### src/rtl/l2_flush_walker.sv
// ----------------------------------------------------------------------------
// l2_flush_walker : walks every L2 set, writes back dirty sets, clears dirty.
// Revision: 1.0
// ----------------------------------------------------------------------------
`default_nettype none

module l2_flush_walker #(
   parameter int S_INDEX = 3,
   parameter int S_TAG   = 23
) (
   input  logic               clk,
   input  logic               rst_n,
   input  logic               i_start,
   output logic               o_busy,
   output logic               o_done,
   output logic [S_INDEX-1:0] o_arr_rindex,
   input  logic               i_arr_dirty,
   input  logic [S_TAG-1:0]   i_arr_tag,
   output logic               o_arr_load,
   output logic [S_INDEX-1:0] o_arr_windex,
   output logic               o_arr_datain,
   output logic               o_wb_req,
   output logic [S_TAG-1:0]   o_wb_tag,
   output logic [S_INDEX-1:0] o_wb_index,
   input  logic               i_wb_ack
);

   typedef enum logic [2:0] {
      S_IDLE  = 3'd0,
      S_READ  = 3'd1,
      S_CHECK = 3'd2,
      S_WB    = 3'd3,
      S_CLEAR = 3'd4,
      S_DONE  = 3'd5
   } state_t;

   localparam logic [S_INDEX-1:0] c_last_idx = {S_INDEX{1'b1}};
   localparam logic [S_INDEX-1:0] c_one      = S_INDEX'(1);

   state_t               r_state;
   logic [S_INDEX-1:0]   r_idx;
   logic [S_TAG-1:0]     r_tag;
   logic                 r_busy;
   logic                 r_done;
   logic                 r_load;
   logic                 r_wb_req;
   logic                 w_last;

   assign w_last = (r_idx == c_last_idx);

   always_ff @(posedge clk or negedge rst_n) begin
      if (!rst_n) begin
         r_state  <= S_IDLE;
         r_idx    <= '0;
         r_tag    <= '0;
         r_busy   <= 1'b0;
         r_done   <= 1'b0;
         r_load   <= 1'b0;
         r_wb_req <= 1'b0;
      end else begin
         r_done <= 1'b0;
         r_load <= 1'b0;
         case (r_state)
            S_IDLE: begin
               if (i_start) begin
                  r_state <= S_READ;
                  r_idx   <= '0;
                  r_busy  <= 1'b1;
               end
            end
            S_READ: begin
               r_state <= S_CHECK;
            end
            S_CHECK: begin
               if (i_arr_dirty) begin
                  r_tag    <= i_arr_tag;
                  r_wb_req <= 1'b1;
                  r_state  <= S_WB;
               end else if (w_last) begin
                  r_busy  <= 1'b0;
                  r_done  <= 1'b1;
                  r_state <= S_DONE;
               end else begin
                  r_idx   <= r_idx + c_one;
                  r_state <= S_READ;
               end
            end
            S_WB: begin
               if (i_wb_ack) begin
                  r_wb_req <= 1'b0;
                  r_load   <= 1'b1;
                  r_state  <= S_CLEAR;
               end
            end
            S_CLEAR: begin
               // Termination is by compare, so idx never overflows mid-walk
               if (w_last) begin
                  r_busy  <= 1'b0;
                  r_done  <= 1'b1;
                  r_state <= S_DONE;
               end else begin
                  r_idx   <= r_idx + c_one;
                  r_state <= S_READ;
               end
            end
            S_DONE: begin
               r_idx   <= '0;
               r_state <= S_IDLE;
            end
            default: begin
               r_idx    <= '0;
               r_busy   <= 1'b0;
               r_wb_req <= 1'b0;
               r_state  <= S_IDLE;
            end
         endcase
      end
   end

   // idx is 0 whenever idle, so all index ports can follow it directly
   assign o_busy       = r_busy;
   assign o_done       = r_done;
   assign o_arr_rindex = r_idx;
   assign o_arr_load   = r_load;
   assign o_arr_windex = r_idx;
   assign o_arr_datain = 1'b0;
   assign o_wb_req     = r_wb_req;
   assign o_wb_tag     = r_tag;
   assign o_wb_index   = r_idx;

endmodule

`default_nettype wire

### config.mk
export PLATFORM = sky130hd
export DESIGN_NAME = l2_flush_walker
export DESIGN_NICKNAME = d
export VERILOG_FILES = /design/src/rtl/l2_flush_walker.sv
export SDC_FILE = /design/constraint.sdc
export NUM_CORES = 1
export LEC_CHECK = 0
export BUFFER_PORTS_ARGS = -buffer_cell sky130_fd_sc_hd__buf_2
export CORE_ASPECT_RATIO = 1.75
export CORE_UTILIZATION = 30
export DETAILED_ROUTE_END_ITERATION = 16
export GPL_TIMING_DRIVEN = 0
export PLACE_DENSITY_LB_ADDON = 0.1
export SYNTH_ARGS = -nofsm -noshare
export SYNTH_HDL_FRONTEND = slang
export SYNTH_SLANG_ARGS = --single-unit
### constraint.sdc
create_clock -name clk -period 3.1 [get_ports clk]
set_input_delay 0.62 -clock clk [delete_from_list [all_inputs] [get_ports clk]]
set_output_delay 0.62 -clock clk [all_outputs]
set_load 0.01 [all_outputs]
==> impl_metrics.yaml, run 1 <==
worst_setup_path:
  start_kind: "flip-flop"
  reg2reg_from: "o_arr_rindex[0]"
  cp_cell_sequence: "ha_1 -> ha_1 -> or3b_1 -> a211oi_2 -> mux2_1"
  critPathRequiredTime_ps: 3260
  cp_slowest_cell: "dfrtp_1"
  r2r_setup_slack_ps: 1000
  reg2reg_to: "o_arr_rindex[0]"
  r2r_cells: 5
  endpoint_kind: "flip-flop"
  worst_path_most_repeated_cell: "ha_1"
  cp.arrival_ps: 2260
  slowest_delay_ps: 440
  cp_max_fo: 6
  path_class: "reg2reg"
  crit_start: "o_arr_rindex[0]"
synthesis:
  ys.flop_type: "dfrtp_1"
  synth_edf_count: 0
  synth-seq-area-share_pct: 54.95
  yosys_register_bits: 33
  synth_cell_types: 36
  avgSynthCellArea_sq_um: 13.07
  synth_async_sr_flop_share_pct: 100.0
  yosysWarnings: 0
  synth_cells: 115
  synth_nets: 146
  syn_area_sq_um: 1503
die:
  initial_core_util_pct: 31.65
  die_x_um: 55.50
  die_area_sq_um: 5307
  rows: 33
  io-pin-count: 65
  die_h_um: 95.63
  core_area_sq_um: 4748
outcome:
  status: "finished clean"
timing:
  setup-violations-final: 0
  final.min_clock_period_ps: 2103
  holdWs_ps: 396.7
  min_period_over_period_pct: 67.84
  setup_tns_ps: 0
  slew_headroom_pct: 50.67
  clock.fmax_mhz: 475.5
  worst_pin_slew_ps: 740.0
  drv_slew: 0
  hold_viol: 0
  rsz0062_at_grt: "no"
  fin_skew_ps: 10.90
finish:
  final_cell_area_sq_um: 1999
  num-fill-cells: 473
  fin_util_pct: 42.11
  final_cell_mix: "buf_2 (65), dfrtp_1 (33), mux2_2 (22), buf_4 (7), clkbuf_8 (6)"
  layout-drive-gt1-share_pct: 56.45
  fin_nets: 216
  areaGrowthSynthToFinish_pct: 33.06
  n_antenna_cell: 0
  final_common_cell: "buf_2"
global_routing:
  grt_max_degree: 34
  grt_usage_pct: 12.69
  grt_pass1_vias: 1164
  antenna_found_initial: 0
  grt_remaining_overflow: 0
  grt_first_pass_wirelength_um: 5209
cts:
  tritoncts: "done"
  path_clk_slew_ps: 70
  numCtsBuffers: 5
  clockBufferDepth: 2
  postCtsSetupBuffers: 0
  htree_levels: 2
  root_buffer: "clkbuf_8"
  cts_sinks: 33
  hold_buffers: 0
  clkLatencyLatePin_ps: 290
  cts_resized: 0
route:
  via_count: 1140
  viasPerCell: 4.790
  wl_per_cell_um: 13.01
  first_pass_iters: 4
  drc: 0
  drt.antenna.violating_nets: 0
  wirelength_um: 3097
  drt_iter0_drc: 24
pwr:
  power_density_nw_per_um2: 992.6
  power.total_mw: 1.985
  seqPwrFrac_pct: 37.2
  switching_share_pct: 33.38
  p_int_mw: 1.322
  p_switching_mw: 0.6625
  pwr-share-comb_pct: 41.8
  power_frac_clock_pct: 21.0
  leakage_nw: 1.012
  ir_drop_mv: 0.4364
place:
  gp_congestion: 0.7389
  io_buffers: 63
  hpwl_um: 2407
  placed_area_sq_um: 1883
worst_hold_path:
  hp-class: "in2async"
run:
  maxCapViolCount: 0
[layer usage]
layer | up-vias | routed length, um | GRT usage (%)
met2 | 46 | 1752 | 24.60
met5 | - | 0 | 0
met4 | 0 | 61 | 5.625
met3 | 6 | 197 | 3.935
li1 | 538 | - | -
met1 | 550 | 1086 | 12.03
[worst max path at each step]
| stage | cells after the start | slack [ps] | to |
|---|---|---|---|
| detailed placement | 5 | 990 | o_arr_rindex[0] |
| floorplan | 5 | 1160 | o_arr_rindex[2] |
| CTS | 5 | 970 | o_arr_rindex[0] |
| global route | 5 | 860 | o_arr_rindex[0] |
| finish | 5 | 1000 | o_arr_rindex[0] |
| global placement | 5 | 1060 | o_arr_rindex[0] |
[cell type report]
cell class	instances	area (sq um)	share of cell area, %
flip-flops and latches	33	825.8	41.30
multi-input cells	65	576.8	28.85
repair buffers	63	315.3	15.77
clock buffers	7	86.33	4.318
plain buffers	13	85.08	4.255
well taps	52	65.06	3.254
clock inverters	1	30.03	1.502
inverters	4	15.01	0.7509
[cell usage after synthesis, types with 2 or more instances]
cell type,number,area (sq um)
o22ai_1,2,12.51
nand2_1,2,7.510
nand2b_1,2,12.51
buf_2,2,10.01
nor3b_1,2,15.01
mux2_2,22,247.7
ha_1,3,37.54
a21oi_1,3,15.01
buf_4,7,52.55
mux2_1,4,45.04
nor4b_1,2,17.52
nor3_1,4,20.02
dfrtp_1,33,825.8
clkbuf_1,2,7.510
inv_1,4,15.01
[flip-flops by register name, summed over array words and instances, names as in the netlist]
register / cells
o_arr_load: 1
o_arr_rindex: 3
o_busy: 1
o_done: 1
o_wb_req: 1
o_wb_tag: 23
r_state: 3
[power groups by stage]
stage	combinational, mW	sequential, mW	clock, mW
after CTS	0.850	0.743	0.429
final	0.830	0.738	0.416
after global routing	0.916	0.771	0.444
after global placement	0.830	0.740	0
after floorplan	0.454	0.828	0
after detailed placement	0.848	0.752	0
[kinds of logic (layout without fill, tap and decap cells)]
family	count (synthesis)	after routing	share of synthesized area, %
flops	33	33	54.95
mux	26	26	19.48
simple gates	20	20	8.660
buf+inv	17	88	6.661
compound gates	14	14	6.911
fa+ha+maj	3	3	2.498
other cells	1	1	0.2496
xor+xnor	1	1	0.5830
[worst max-delay path: cells and delay by family, from the launching register on]
family                   cells  cell delay [ps]
adder cells (fa/ha/maj)      2              440
multiplexers                 1              360
AND/OR/NAND/NOR              1              370
flip-flops                   1              440
AO/OA/AOI/OAI                1              370
[per-stage QoR]
step	setup slack (ps)	instances
finish	996.8	238
global route	860.6	238
CTS	972.9	238
detailed placement	988.8	230
global placement	1057	230
floorplan	1160	115
(Power assumes the default switching activity.)
==> inputs of run 2 (changes only) <==
Clock period 3.1 ns to 1.8 ns, I/O delays scaled along.
==> impl_metrics.yaml, run 2 (synthesized netlist as in run 1, its figures left out) <==
outcome:
  status: "finished with violations"
  violations: "negative setup slack"
worst_setup_path:
  endpoint_kind: "flip-flop"
  cp_slowest_cell: "dfrtp_2"
  path_buf_inv: 0
  path_class: "reg2reg"
  cp.arrival_ps: 2020
  critPathRequiredTime_ps: 1970
  worst_path_most_repeated_cell: "ha_4"
  slowest_delay_ps: 410
  start_kind: "flip-flop"
  crit_start: "o_arr_rindex[0]"
  reg2reg_from: "o_arr_rindex[0]"
  cp.depth: 5
  cp_cell_sequence: "ha_4 -> ha_4 -> or3b_4 -> a211oi_4 -> mux2_4"
  r2r_cells: 5
  cp_top_family: "flip-flops"
  cp_max_fo: 3
pwr:
  ir_drop_mv: 0.7397
  leakage_nw: 1.020
  power_frac_clock_pct: 15.6
  seqPwrFrac_pct: 38.0
  p_switching_mw: 1.176
  switching_share_pct: 35.22
  power.total_mw: 3.340
  p_int_mw: 2.164
  power_density_nw_per_um2: 1632
  pwr-share-comb_pct: 46.3
timing:
  fin_skew_ps: 7.303
  drv_slew: 0
  hold_viol: 0
  final.min_clock_period_ps: 1856
  holdWs_ps: 138.8
  setup_tns_ps: -153.0
  clock.fmax_mhz: 538.9
  rsz0062_at_grt: "yes"
  setup-violations-final: 3
  worst_pin_slew_ps: 732.0
  slew_headroom_pct: 51.20
  fin_ws_ps: -55.54
  min_period_over_period_pct: 103.1
route:
  drt_iter0_drc: 25
  first_pass_iters: 4
  wl_per_cell_um: 13.01
  drt.antenna.violating_nets: 0
  wirelength_um: 3136
  via_count: 1141
  drc: 0
  viasPerCell: 4.734
cts:
  path_clk_slew_ps: 70
  clockBufferDepth: 2
  numCtsBuffers: 5
  tritoncts: "done"
  clkLatencyLatePin_ps: 280
  cts_sinks: 33
  root_buffer: "clkbuf_8"
  htree_levels: 2
die:
  die_area_sq_um: 5307
  io-pin-count: 65
  die_x_um: 55.50
  initial_core_util_pct: 31.65
  die_h_um: 95.63
  core_area_sq_um: 4748
  rows: 33
finish:
  areaGrowthSynthToFinish_pct: 36.22
  largest_register_ffs: 23
  layout-drive-gt1-share_pct: 60.85
  final_common_cell: "buf_2"
  n_antenna_cell: 0
  final_cell_mix: "buf_2 (64), dfrtp_1 (32), mux2_2 (22), buf_4 (11), clkbuf_8 (5)"
  fin_nets: 220
place:
  hpwl_um: 2339
  gp_congestion: 0.7423
  pre_cts_slack_ps: -179.7
  io_buffers: 63
global_routing:
  grt_pass1_vias: 1127
  grt_max_degree: 34
  grt_remaining_overflow: 0
  grt_usage_pct: 12.59
  grt_first_pass_wirelength_um: 5188
  antenna_found_initial: 0
run:
  maxCapViolCount: 0
worst_hold_path:
  hp-class: "in2async"
-- run 2: power groups by stage --
stage	sequential, mW	combinational, mW	clock (mW)
3_3_place_gp	1.27	1.43	0
5_1_grt	1.32	1.70	0.572
2_1_floorplan	1.43	0.784	0
4_1_cts	1.28	1.50	0.542
6_report	1.27	1.55	0.522
3_5_place_dp	1.29	1.46	0
-- run 2: worst paths after layout --
kind / to / slack (ps)
min in group clk: o_wb_tag[5] / 310
worst max register to register: o_arr_rindex[0] / -60
worst min register to register: o_wb_tag[4] / 490
max in group asynchronous: o_arr_rindex[0] / 1150
worst min-delay path: o_busy / 140
worst max-delay path: o_arr_rindex[0] / -60
-- run 2: what timing repair did --
action | 4_1_cts | 5_1_grt
gates resized for setup | 3 | 5
endpoints found under the setup margin | 3 | 23
pin swaps | 1 | 2
setup buffers | 1 | 3
hold buffers | 0 | 0
-- run 2: layer usage --
metal	track usage (%)	part of all wire, %	up-vias
li1	-	-	547
met1	13.61	39	541
met2	22.79	53	47
met3	2.985	5.9	6
met4	6.250	2.2	0
met5	0	0	-
-- run 2: layout make-up --
class / instances / area (sq um)
Buffer: 13 / 87.58
Clock buffer: 6 / 72.57
Clock inverter: 1 / 5.005
Fill cell: 460 / 2701
Inverter: 4 / 15.01
Multi-Input combinational cell: 65 / 629.4
Sequential cell: 33 / 827.0
Tap cell: 52 / 65.06
Timing Repair Buffer: 67 / 345.3
-- run 2: through the flow --
stage | area (sq um) | utilization [%] | instances
2_1_floorplan | 1519 | - | 115
6_report | 2047 | 43.11 | 241
3_3_place_gp | 1899 | 40.00 | 230
5_1_grt | 2047 | 43.11 | 241
4_1_cts | 2004 | 42.21 | 238
3_5_place_dp | 1899 | 40.00 | 230
==> inputs of run 3 (changes only) <==
Settings changed: CORE_MARGIN from default to 1.5, CORE_UTILIZATION 30 to 39.
==> impl_metrics.yaml, run 3 (synthesized netlist as in run 1, its figures left out) <==
global_routing:
  use_met1_pct: 15.76
  use_met3_pct: 4.225
  antenna_found_initial: 0
  grt_first_pass_wirelength_um: 5175
  grt_busiest_layer: "met2"
  grt_max_degree: 34
  grt_remaining_overflow: 0
  met2_usage_pct: 29.94
  grt_usage_pct: 16.08
  grt_pass1_vias: 1198
route:
  drc: 0
  viasPerCell: 4.890
  via_count: 1159
  wl_per_cell_um: 13.24
  first_pass_iters: 4
  drt.antenna.violating_nets: 0
  drt_iter0_drc: 25
  wirelength_um: 3139
worst_setup_path:
  slowest_delay_ps: 420
  cp_top_family: "flip-flops"
  reg2reg_from: "o_arr_rindex[1]"
  reg2reg_to: "o_arr_rindex[1]"
  r2r_cells: 5
  cp_cell_sequence: "ha_4 -> ha_4 -> or3b_4 -> a211oi_4 -> mux2_4"
  path_buf_inv: 0
  path_class: "reg2reg"
  r2r_setup_slack_ps: -50
  worst_path_most_repeated_cell: "ha_4"
  crit_start: "o_arr_rindex[1]"
  cp.arrival_ps: 2020
  cp.depth: 5
  start_kind: "flip-flop"
  endpoint_kind: "flip-flop"
  cp_slowest_cell: "dfrtp_1"
  cp_max_fo: 3
  critPathRequiredTime_ps: 1970
die:
  die_h_um: 85.12
  die_area_sq_um: 4249
  core_area_sq_um: 3665
  rows: 29
  initial_core_util_pct: 41.00
  die_x_um: 49.92
  io-pin-count: 65
timing:
  setup-violations-final: 3
  setup_tns_ps: -132.2
  final.min_clock_period_ps: 1848
  hold_viol: 0
  min_period_over_period_pct: 102.7
  fin_ws_ps: -48.26
  clock.fmax_mhz: 541.0
  drv_slew: 0
  fin_skew_ps: 1.505
  rsz0062_at_grt: "yes"
  slew_headroom_pct: 50.92
  worst_pin_slew_ps: 736.3
pwr:
  leakage_nw: 1.032
  power_density_nw_per_um2: 1628
  ir_drop_mv: 0.7946
finish:
  n_antenna_cell: 0
  fin_nets: 221
  largest_register_ffs: 23
  areaGrowthSynthToFinish_pct: 36.39
  final_common_cell: "buf_2"
  final_cell_area_sq_um: 2049
  layout-drive-gt1-share_pct: 61.78
  final_cell_mix: "buf_2 (65), dfrtp_1 (32), mux2_2 (22), buf_4 (12), clkbuf_8 (5)"
cts:
  clockBufferDepth: 2
  clkLatencyLatePin_ps: 280
  path_clk_slew_ps: 70
  htree_levels: 2
  cts_sinks: 33
  tritoncts: "done"
  numCtsBuffers: 5
  root_buffer: "clkbuf_8"
  hold_buffers: 0
place:
  placed_area_sq_um: 1892
  hpwl_um: 2270
  gp_congestion: 0.8089
  io_buffers: 63
run:
  maxCapViolCount: 0
outcome:
  status: "finished with violations"
  violations: "negative setup slack"
worst_hold_path:
  hp-class: "in2async"
run 3: through the flow:
| step | setup slack (ps) | power (mW) | cells | hold slack, ps | utilization, % |
|---|---|---|---|---|---|
| after floorplan | -65.26 | 2.213 | 115 | 64.41 | - |
| after global placement | -131.0 | 2.687 | 224 | 449.7 | 51.62 |
| after detailed placement | -144.4 | 2.744 | 224 | 463.4 | 51.62 |
| after CTS | -64.07 | 3.365 | 236 | 157.7 | 55.55 |
| after global routing | -87.42 | 3.587 | 237 | 195.6 | 55.92 |
| final | -48.26 | 3.336 | 237 | 134.6 | 55.92 |
run 3: worst max-delay path by stage:
stage                      end  slack, ps
5_1_grt        o_arr_rindex[1]        -90
3_3_place_gp   o_arr_rindex[1]       -130
4_1_cts        o_arr_rindex[1]        -60
2_1_floorplan  o_arr_rindex[0]        -70
3_5_place_dp   o_arr_rindex[1]       -140
6_report       o_arr_rindex[1]        -50
run 3: layout make-up:
| type | count | area [sq um] |
|---|---|---|
| Fill cell | 337 | 1615 |
| Sequential cell | 33 | 827.0 |
| Multi-Input combinational cell | 65 | 629.4 |
| Timing Repair Buffer | 68 | 352.8 |
| Buffer | 13 | 85.08 |
| Clock buffer | 6 | 72.57 |
| Tap cell | 46 | 57.56 |
| Inverter | 4 | 15.01 |
| Clock inverter | 2 | 10.01 |
run 3: power by group:
part / internal [mW] / total, mW / leakage [nW] / switching [mW]
registers: 1.08 / 1.27 / 0.400 / 0.191
clock network: 0.268 / 0.530 / 0.0450 / 0.263
logic: 0.810 / 1.53 / 0.587 / 0.721
run 3: what timing repair did:
action / in CTS / in global routing
setup endpoints to repair: 3 / 3
pin swaps: 2 / 2
cloned: 0 / 0
setup buffers: 4 / 1
resized for setup: 6 / 1
hold endpoints to repair: 0 / 0
run 3: per-layer routing:
metal,wire length (um),up-vias
li1,-,548
met1,1195,567
met2,1720,38
met3,162,6
met4,61,0
met5,0,-
